[src/rtl/prog_loader.sv]
// Serial program loader: parses an A5 / count / big-endian data frame and writes words to memory.
// Optional trailing XOR checksum byte is built when LOADER_CHECKSUM_EN is defined.
module prog_loader #(
    parameter logic [29:0] BASE_ADDR = 30'h0,
    parameter int          TIMEOUT   = 1000000
) (
    input  logic        clk,
    input  logic        rst,
    input  logic        rx_valid,
    input  logic [7:0]  rx_byte,
    output logic        rx_ready,
    input  logic        mem_ready,
    output logic [29:0] mem_addr,
    output logic [31:0] mem_data,
    output logic        mem_wren,
    output logic        core_rst,
    output logic        busy,
    output logic        done,
    output logic        error
);

    localparam int IDLE_W = $clog2(TIMEOUT + 1);

    typedef enum logic [2:0] {
        ST_IDLE, ST_CNT_HI, ST_CNT_LO, ST_DATA, ST_CHECK, ST_DONE, ST_ERR
    } state_t;

`ifdef LOADER_CHECKSUM_EN
    localparam state_t ST_FINISH = ST_CHECK;
`else
    localparam state_t ST_FINISH = ST_DONE;
`endif

    state_t              state;
    state_t              state_next;
    logic [15:0]         count;
    logic [15:0]         index;
    logic [1:0]          byte_cnt;
    logic [23:0]         shift_reg;
    logic [IDLE_W-1:0]   idle_cnt;
`ifdef LOADER_CHECKSUM_EN
    logic [7:0]          checksum;
`endif

    logic accept;
    logic overrun;
    logic wr_done;
    logic in_load;
    logic timed_out;
    logic last_word;
    logic restartable;

    // rx_ready is simply "no write pending", so an overrun can only occur in DATA.
    assign accept      = rx_valid && rx_ready;
    assign overrun     = rx_valid && !rx_ready;
    assign wr_done     = mem_wren && mem_ready;
    assign in_load     = (state == ST_CNT_HI) || (state == ST_CNT_LO) ||
                         (state == ST_DATA)   || (state == ST_CHECK);
    assign timed_out   = in_load && !accept && (idle_cnt == IDLE_W'(TIMEOUT - 1));
    assign last_word   = (index + 16'd1) == count;
    assign restartable = (state == ST_IDLE) || (state == ST_DONE) || (state == ST_ERR);

    always_ff @(posedge clk or posedge rst) begin
        if (rst) begin
            state <= ST_IDLE;
        end else begin
            state <= state_next;
        end
    end

    always_comb begin
        state_next = state;
        if (overrun || timed_out) begin
            state_next = ST_ERR;
        end else begin
            case (state)
                ST_IDLE, ST_DONE, ST_ERR: begin
                    if (accept && rx_byte == 8'hA5) state_next = ST_CNT_HI;
                end
                ST_CNT_HI: begin
                    if (accept) state_next = ST_CNT_LO;
                end
                ST_CNT_LO: begin
                    if (accept) begin
                        state_next = ({count[15:8], rx_byte} == 16'd0) ? ST_FINISH : ST_DATA;
                    end
                end
                ST_DATA: begin
                    if (wr_done && last_word) state_next = ST_FINISH;
                end
`ifdef LOADER_CHECKSUM_EN
                ST_CHECK: begin
                    if (accept) state_next = (rx_byte == checksum) ? ST_DONE : ST_ERR;
                end
`endif
                default: state_next = ST_IDLE;
            endcase
        end
    end

    always_comb begin
        rx_ready = !mem_wren;
        core_rst = (state != ST_DONE);
        busy     = in_load;
        done     = (state == ST_DONE);
        error    = (state == ST_ERR);
    end

    always_ff @(posedge clk or posedge rst) begin
        if (rst) begin
            count     <= '0;
            index     <= '0;
            byte_cnt  <= '0;
            shift_reg <= '0;
            idle_cnt  <= '0;
            mem_wren  <= 1'b0;
            mem_addr  <= '0;
            mem_data  <= '0;
`ifdef LOADER_CHECKSUM_EN
            checksum  <= '0;
`endif
        end else begin
            if (in_load && !accept) begin
                idle_cnt <= idle_cnt + IDLE_W'(1);
            end else begin
                idle_cnt <= '0;
            end

            if (accept && restartable && rx_byte == 8'hA5) begin
                index    <= '0;
                byte_cnt <= '0;
                count    <= '0;
`ifdef LOADER_CHECKSUM_EN
                checksum <= '0;
`endif
            end

            if (accept && state == ST_CNT_HI) count[15:8] <= rx_byte;
            if (accept && state == ST_CNT_LO) count[7:0]  <= rx_byte;

            // Only the first three bytes are held; the fourth goes straight into mem_data.
            if (accept && state == ST_DATA) begin
                shift_reg <= {shift_reg[15:0], rx_byte};
                byte_cnt  <= byte_cnt + 2'd1;
`ifdef LOADER_CHECKSUM_EN
                checksum  <= checksum ^ rx_byte;
`endif
                if (byte_cnt == 2'd3) begin
                    mem_wren <= 1'b1;
                    mem_addr <= BASE_ADDR + 30'(index);
                    mem_data <= {shift_reg, rx_byte};
                end
            end

            if (wr_done) begin
                mem_wren <= 1'b0;
                index    <= index + 16'd1;
            end

            // Leaving DATA for any reason (finish, overrun, timeout) drops the request.
            if (state_next != ST_DATA) mem_wren <= 1'b0;
        end
    end

endmodule
[config.mk]
export PLATFORM = sky130hd
export DESIGN_NAME = prog_loader
export DESIGN_NICKNAME = d
export VERILOG_FILES = /design/src/rtl/prog_loader.sv
export SDC_FILE = /design/constraint.sdc
export NUM_CORES = 1
export LEC_CHECK = 0
export CORE_MARGIN = 2
export CORE_UTILIZATION = 60
export CTS_CLUSTER_DIAMETER = 80
export CTS_CLUSTER_SIZE = 8
export DETAILED_ROUTE_END_ITERATION = 8
export GPL_TIMING_DRIVEN = 0
export PLACE_DENSITY_LB_ADDON = 0.3
export SYNTH_ARGS = -nofsm -noshare
export SYNTH_HDL_FRONTEND = slang
export SYNTH_SLANG_ARGS = --single-unit
[constraint.sdc]
create_clock -name clk -period 12.8 [get_ports clk]
set_input_delay 1.92 -clock clk [delete_from_list [all_inputs] [get_ports clk]]
set_output_delay 1.92 -clock clk [all_outputs]
set_load 0.05 [all_outputs]
==> flow_metrics.tcl, run 1 <==
set metrics [dict create \
    clock_path_buffers 2 \
    vias 4651 \
    slew_headroom_pct 19.7 \
    rsz0062_at_grt "no" \
    cp_cell_sequence "clkbuf_1, or3_1, and2_1, clkdlybuf4s50_1" \
    regToRegSetupSlack_ns 10.08 \
    cp.buffers_inverters 2 \
    slowest_stage "clkdlybuf4s50_1" \
    final_nets 671 \
    placementRows 37 \
    finalMaxSlewViolations 0 \
    io_pins 80 \
    drtIter0Drc 307 \
    antenna_found_initial 0 \
    initial_core_util_pct 61.0 \
    hold_class "reg -> reg" \
    cellLeakagePower_nw 3.40 \
    post_cts_resized 0 \
    gp_congestion 0.927 \
    largest_reg_flops 32 \
    clk_pin_slew_ns 0.06 \
    layout_commonest_cell "dfrtp_1" \
    cp-start-kind "flip-flop" \
    critPathArrivalTime_ns 2.40 \
    drive_above_1_share_pct 22.4 \
    power_mw 1.69 \
    drt-total-wl_mm 14.4 \
    cap_violations 0 \
    cts_setup_buffers 0 \
    drc_errors 0 \
    dieWidth_um 105 \
    synthMuxAreaShare_pct 13.6 \
    antenna_cells 0 \
    wl_per_cell_um 17.9 \
    via_per_inst 5.78 \
    grtUsageTotal_pct 27.6 \
    synth-adder-area-share_pct 0.607 \
    syn_to_final_growth_pct 24.8 \
    ant_nets 0 \
    min_period_ns 4.32 \
    synth_compound_area_share_pct 8.48 \
    postCtsHoldBufs 0 \
    end_kind "primary output" \
    io_buffers 64 \
    setup_ws_ns 8.48 \
    layout_common_cells "dfrtp_1, mux2_2, clkdlybuf4s50_1" \
    post-dp-hpwl_mm 9.57 \
    fmax_ghz 0.232 \
    core_area_um2 10100 \
    slowest_delay_ns 0.70 \
    grt_overflow 0 \
    fin_util_pct 76.1 \
    grt_pass1_wl_mm 23.8 \
    synth_xor_area_share_pct 5.32 \
    tritoncts.num_buffers 17 \
    crit_required_ns 10.88 \
    ctsRootBufferMaster "clkbuf_8" \
    synth_top_family_by_area "simple AND/OR/NAND/NOR gates" \
    syn_area_um2 6180 \
    cp_top_family "buffers and inverters" \
    cp_max_fo 10 \
    yosys_warnings 0 \
    synth_cells 559 \
    final_hold_viol_count 0 \
    syn_avg_cell_area_um2 11.1 \
    ys_types 58 \
    vdd_ir_drop_max_mv 0.170 \
    p_per_area_nw_per_um2 219 \
    clk_latency_ns 0.53 \
    status "finished clean" \
    timing.setup.tns_ns 0 \
    setup_viol 0 \
    nFillCells 638 \
    min_period_over_period_pct 33.7 \
    critPathKind "reg -> out" \
    dieArea_um2 11100 \
    clock_sinks 130 \
    cts_tree "done" \
    cts_htree_levels 4 \
    synth-simple-area-share_pct 14.5 \
    seq_area_frac_synth_pct 52.6 \
    pre_cts_ws_ns 8.42 \
    grt_max_degree 75 \
    grt_pass1_vias 4732 \
    synth_seq_cells 130 \
    finalClockSkew_ns 0.00562 \
    die_h_um 105 \
    worst_pin_slew_ns 1.20 \
    first_pass_iters 6 \
    fin_hold_ws_ns 0.487 \
]
area by class of cell:
type | instances | area, µm² | share of cell area (%)
Clock inverter | 15 | 229 | 2.97
Buffer | 44 | 249 | 3.23
Clock buffer | 17 | 414 | 5.37
Sequential cell | 130 | 3250 | 42.2
Inverter | 13 | 53.8 | 0.697
Timing Repair Buffer | 65 | 668 | 8.66
Multi-Input combinational cell | 385 | 2680 | 34.7
Tap cell | 136 | 170 | 2.21
power by group:
group          switching [mW]  total, mW  internal, mW
Combinational           0.333      0.552         0.219
Clock                   0.188      0.526         0.338
Sequential             0.0837      0.611         0.527
Yosys cell counts, drive strengths merged:
cell type,count,area (µm²)
dfrtp,130,3250
mux2,72,811
nand2,53,199
o21ai,43,215
nor2,37,141
buf,33,208
nand3,25,138
xnor2,20,175
xor2,15,131
inv,13,48.8
nand4,12,90.1
clkbuf,11,41.3
nor4,11,90.1
nor3,10,50.1
a21oi,9,52.6
o31ai,8,60.1
nand2b,6,37.5
or3,5,32.5
a31oi,4,25.0
o211ai,4,35.0
o41ai,4,35.0
ha,3,37.5
mux2i,3,30.0
nor2b,3,18.8
a41o,2,20.0
and3,2,12.5
and4,2,20.0
o22ai,2,12.5
o311ai,2,17.5
or4,2,18.8
a2111oi,1,8.76
a211o,1,8.76
a211oi,1,7.51
a221oi,1,8.76
and2,1,6.26
conb,1,3.75
nor3b,1,7.51
o221ai,1,8.76
o2bb2ai,1,8.76
or2,1,8.76
or3b,1,8.76
or4b,1,13.8
xnor3,1,22.5
worst reg2reg max path, stage by stage (launching register included):
cell and delay (ns):
dfrtp_1 0.48, ha_1 0.33, nand3_1 0.14, buf_2 0.20
nor4_1 0.54, xnor2_1 0.20, o211ai_2 0.11, nor4_2 0.42
a41o_1 0.24
stage by stage:
step	area [µm²]	std cells
floorplan	6230	572
global placement	7040	772
detailed placement	7070	773
CTS	7710	805
global route	7710	805
finish	7710	805
worst paths after layout:
check                              startpoint      endpoint  depth (start not counted)
worst max-delay path                 state[0]          busy                          4
worst min-delay path            shift_reg[22]  mem_data[30]                          1
worst max register to register       index[1]      state[2]                          8
worst min register to register  shift_reg[22]  mem_data[30]                          1
max in group asynchronous                 rst      index[4]                          3
min in group asynchronous                 rst  mem_data[30]                          2
per-layer routing:
layer / vias up / track usage, % / wire length (µm)
met3: 34 / 5.94 / 926
met5: - / 0 / 0
met4: 0 / 12.1 / 307
met1: 2284 / 35.6 / 5960
li1: 2156 / - / -
met2: 177 / 45.2 / 7240
cells by family (layout without fill, tap and decap cells):
logic type	after synthesis	after routing
buf+inv	57	154
simple gates	173	173
xor+xnor	36	36
mux	75	75
flops	130	130
compound gates	84	84
fa+ha+maj	3	3
other cells	1	14
Note: power is estimated with default switching activity, not from simulation.
==> run 2, diff against run 1 <==
CORE_UTILIZATION = 50   (was 60)
clock period = 3.9 ns   (was 12.8 ns; I/O delays follow)
==> flow_metrics.tcl, run 2 (same netlist as run 1, synthesis figures left out) <==
set metrics [dict create \
    clk_latency_ns 0.42 \
    layout_common_cells "dfrtp_1, mux2_2, clkdlybuf4s50_1" \
    vdd_ir_drop_max_mv 0.584 \
    rsz0062_at_grt "no" \
    hold_class "reg -> reg" \
    post_cts_resized 0 \
    dieWidth_um 115 \
    tritoncts.num_buffers 17 \
    p_seq_share_pct 36.1 \
    grt_pass1_wl_mm 23.6 \
    dieArea_um2 13300 \
    drt-total-wl_mm 14.4 \
    cellLeakagePower_nw 3.43 \
    cap_violations 0 \
    die_h_um 115 \
    drtIter0Drc 344 \
    power_mw 5.57 \
    placementRows 40 \
    clk_pin_slew_ns 0.06 \
    setup_ws_ns 1.01 \
    cts_setup_buffers 0 \
    antenna_found_initial 0 \
    min_period_over_period_pct 74.0 \
    vias 4684 \
    critPathKind "reg -> out" \
    intPower_mw 3.59 \
    cp_cell_sequence "clkbuf_1, nor2b_1, nand2_1, inv_1, clkdlybuf4s50_1" \
    io_pins 80 \
    clock_sinks 130 \
    post-dp-hpwl_mm 9.82 \
    layout.cells.non_filler 839 \
    p_per_area_nw_per_um2 713 \
    swShare_pct 35.5 \
    slowest_delay_ns 0.79 \
    worst_pin_slew_ns 0.945 \
    min_period_ns 2.89 \
    via_per_inst 5.58 \
    grt_max_degree 45 \
    gp_congestion 0.925 \
    timing.setup.tns_ns 0 \
    fin_util_pct 64.7 \
    switchingPower_mw 1.97 \
    antenna_cells 0 \
    ant_nets 0 \
    grt_overflow 0 \
    end_kind "primary output" \
    largest_reg_flops 32 \
    placed_cells 807 \
    first_pass_iters 6 \
    pre_cts_ws_ns 0.933 \
    slew_headroom_pct 36.5 \
    clock_path_buffers 2 \
    initial_core_util_pct 51.2 \
    clockPowerShare_pct 31.5 \
    setup_viol 0 \
    core_area_um2 12100 \
    final_nets 673 \
    hp-start "shift_reg[22]" \
    nFillCells 932 \
    cp_max_fo 10 \
    final_hold_viol_count 0 \
    critPathLaunch "state[0]" \
    cts_htree_levels 4 \
    slowest_stage "clkdlybuf4s50_1" \
    layout_commonest_cell "dfrtp_1" \
    syn_to_final_growth_pct 26.3 \
    pwr-share-comb_pct 32.3 \
    grtUsageTotal_pct 23.0 \
    postCtsHoldBufs 0 \
    io_buffers 64 \
    ctsRootBufferMaster "clkbuf_16" \
    wl_per_cell_um 17.2 \
    crit_required_ns 3.31 \
    cp-start-kind "flip-flop" \
    finalClockSkew_ns 0.00713 \
    drc_errors 0 \
    r2r-start "index[1]" \
    grt_pass1_vias 4704 \
    finalMaxSlewViolations 0 \
    fmax_ghz 0.346 \
    critPathArrivalTime_ns 2.30 \
    drive_above_1_share_pct 22.7 \
    cts_tree "done" \
    status "finished clean" \
]
## run 2: cell count changes in the layout (fill, tap and decap cells not counted)
cell        delta
clkbuf_16      +1
inv_6          -3
clkinvlp_4     -1
clkinv_4       +4
clkbuf_8       -1
buf_12         +2
## run 2: critical path: cells and delay by family, from the launching register on
kind,cells,cell delay (ns)
buf+inv,3,1.12
flops,1,0.32
simple gates,2,0.44
## run 2: per-layer routing
metal  wire length, µm  GRT usage [%]  up-vias
met5                 0              0        -
met4               304           9.56        0
met3               966           5.59       34
met2              7230           38.4      196
met1              5940           28.9     2291
li1                  -              -     2163
## run 2: stage by stage
stage               area, µm²  hold slack, ns
global route             7810           0.506
floorplan                6230           0.454
global placement         7080           0.467
CTS                      7810           0.485
detailed placement       7150           0.472
finish                   7810           0.478
## run 2: area by class of cell
type                    instances  area, µm²  area share (%)
repair buffers                 67        708            9.07
multi-input cells             385       2680            34.3
clock buffers                  17        425            5.45
plain buffers                  44        249            3.19
inverters                      13       52.6           0.673
clock inverters                15        231            2.96
well taps                     168        210            2.69
flip-flops and latches        130       3250            41.7
## run 2: final timing paths
check / slack, ns / end / cells after the start
min reg2reg: 0.48 / mem_data[30] / 1
max: 1.01 / done / 5
min in group asynchronous: 0.55 / mem_addr[15] / 2
max in group asynchronous: 2.75 / idle_cnt[2] / 3
min: 0.48 / mem_data[30] / 1
max reg2reg: 1.18 / state[2] / 8
## run 2: power by group through the flow
| stage | Sequential [mW] | Clock (mW) | Combinational [mW] |
|---|---|---|---|
| 2_1_floorplan | 2.43 | 0 | 0.816 |
| 3_3_place_gp | 1.99 | 0 | 1.74 |
| 3_5_place_dp | 2.02 | 0 | 1.79 |
| 4_1_cts | 2.01 | 1.78 | 1.81 |
| 5_1_grt | 2.06 | 1.84 | 1.92 |
| 6_report | 2.01 | 1.76 | 1.80 |
==> run 3, diff against run 2 <==
CORE_UTILIZATION = 55   (was 50)
clock period = 3.02 ns   (was 3.9 ns; I/O delays follow)
==> flow_metrics.tcl, run 3 (same netlist as run 1, synthesis figures left out) <==
set metrics [dict create \
    intPower_mw 4.23 \
    fin_util_pct 70.5 \
    via_per_inst 5.81 \
    drive_above_1_share_pct 22.7 \
    first_pass_iters 5 \
    layout_common_cells "dfrtp_1, mux2_2, clkdlybuf4s50_1" \
    post_cts_resized 0 \
    io_pins 80 \
    cap_violations 0 \
    cts_tree "done" \
    postCtsHoldBufs 0 \
    ant_nets 0 \
    vias 4715 \
    p_per_area_nw_per_um2 897 \
    antenna_found_initial 0 \
    layout.cells.non_filler 811 \
    pwr-share-comb_pct 34.0 \
    gp_congestion 0.923 \
    core_area_um2 10900 \
    critPathArrivalTime_ns 2.39 \
    clk_pin_slew_ns 0.07 \
    dieWidth_um 110 \
    rsz0062_at_grt "no" \
    timing.setup.tns_ns 0 \
    min_period_ns 2.84 \
    finalMaxSlewViolations 0 \
    cp_max_fo 10 \
    io_buffers 64 \
    regToRegSetupSlack_ns 0.38 \
    grt_overflow 0 \
    switchingPower_mw 2.66 \
    clockPowerShare_pct 28.3 \
    drc_errors 0 \
    dpl-instance-area_um2 7110 \
    cts_setup_buffers 0 \
    post-dp-hpwl_mm 10.0 \
    cp-start-kind "flip-flop" \
    initial_core_util_pct 56.8 \
    r2r_end "state[2]" \
    pre_cts_ws_ns 0.191 \
    grt_pass1_vias 4649 \
    wl_per_cell_um 17.5 \
    ctsRootBufferMaster "clkbuf_8" \
    final_hold_viol_count 0 \
    setup_ws_ns 0.182 \
    fin_hold_ws_ns 0.360 \
    grtUsageTotal_pct 25.3 \
    clk_latency_ns 0.53 \
    design_area_um2 7680 \
    setup_viol 0 \
    grt_max_degree 39 \
    final_nets 673 \
    cts_htree_levels 4 \
    layout_commonest_cell "dfrtp_1" \
    slew_headroom_pct 36.5 \
    vdd_ir_drop_max_mv 0.733 \
    tritoncts.num_buffers 17 \
    finalClockSkew_ns 0.00698 \
    grt_pass1_wl_mm 23.3 \
    rr_worst_depth 8 \
    syn_to_final_growth_pct 24.3 \
    antenna_cells 0 \
    nFillCells 776 \
    min_period_over_period_pct 94.0 \
    crit_required_ns 2.57 \
    power_mw 6.89 \
    r2r-start "index[1]" \
    placementRows 38 \
    clock_path_buffers 2 \
    status "finished clean" \
    end_kind "primary output" \
    die_h_um 110 \
    drt-total-wl_mm 14.2 \
    cellLeakagePower_nw 3.39 \
    critPathKind "reg -> out" \
    dieArea_um2 12100 \
    p_seq_share_pct 37.7 \
    drtIter0Drc 351 \
    placed_cells 779 \
    clock_sinks 130 \
    worst_pin_slew_ns 0.945 \
    swShare_pct 38.6 \
    hold_class "in -> async" \
    largest_reg_flops 32 \
    fmax_ghz 0.352 \
]
## run 3: area by class of cell
| cell class | instances | area, µm² | share of cell area (%) |
|---|---|---|---|
| inverter | 13 | 52.6 | 0.684 |
| multi-input combinational | 385 | 2680 | 34.9 |
| tap | 140 | 175 | 2.28 |
| clock buffer | 17 | 414 | 5.39 |
| clock inverter | 15 | 156 | 2.04 |
| timing repair buffer | 67 | 701 | 9.12 |
| buffer | 44 | 249 | 3.24 |
| sequential | 130 | 3250 | 42.4 |
## run 3: power by group through the flow
stage,Combinational [mW],Sequential (mW),Clock (mW)
global route,2.50,2.65,2.04
CTS,2.34,2.59,1.97
detailed placement,2.32,2.61,0
global placement,2.25,2.58,0
floorplan,1.05,3.13,0
finish,2.34,2.60,1.95
## run 3: metal layers
layer | global-route usage (%) | share of wire, %
met1 | 33.3 | 43
met2 | 40.6 | 49
met3 | 6.82 | 6.3
met4 | 8.86 | 2.3
met5 | 0 | 0
## run 3: how the worst max path moves through the flow
stage,depth (start not counted),end,start
after detailed placement,7,mem_data[28],rx_valid
final,5,done,state[0]
after global placement,2,idle_cnt[6],rst
after global routing,5,done,state[0]
after floorplan,8,state[2],index[1]
after CTS,4,busy,state[0]
## run 3: worst max-delay path, stage by stage, from the launching register on
cell,delay (ns)
dfrtp_1,0.32
clkbuf_1,0.28
nor2b_1,0.31
nand2_1,0.11
inv_1,0.06
clkdlybuf4s50_1,0.79
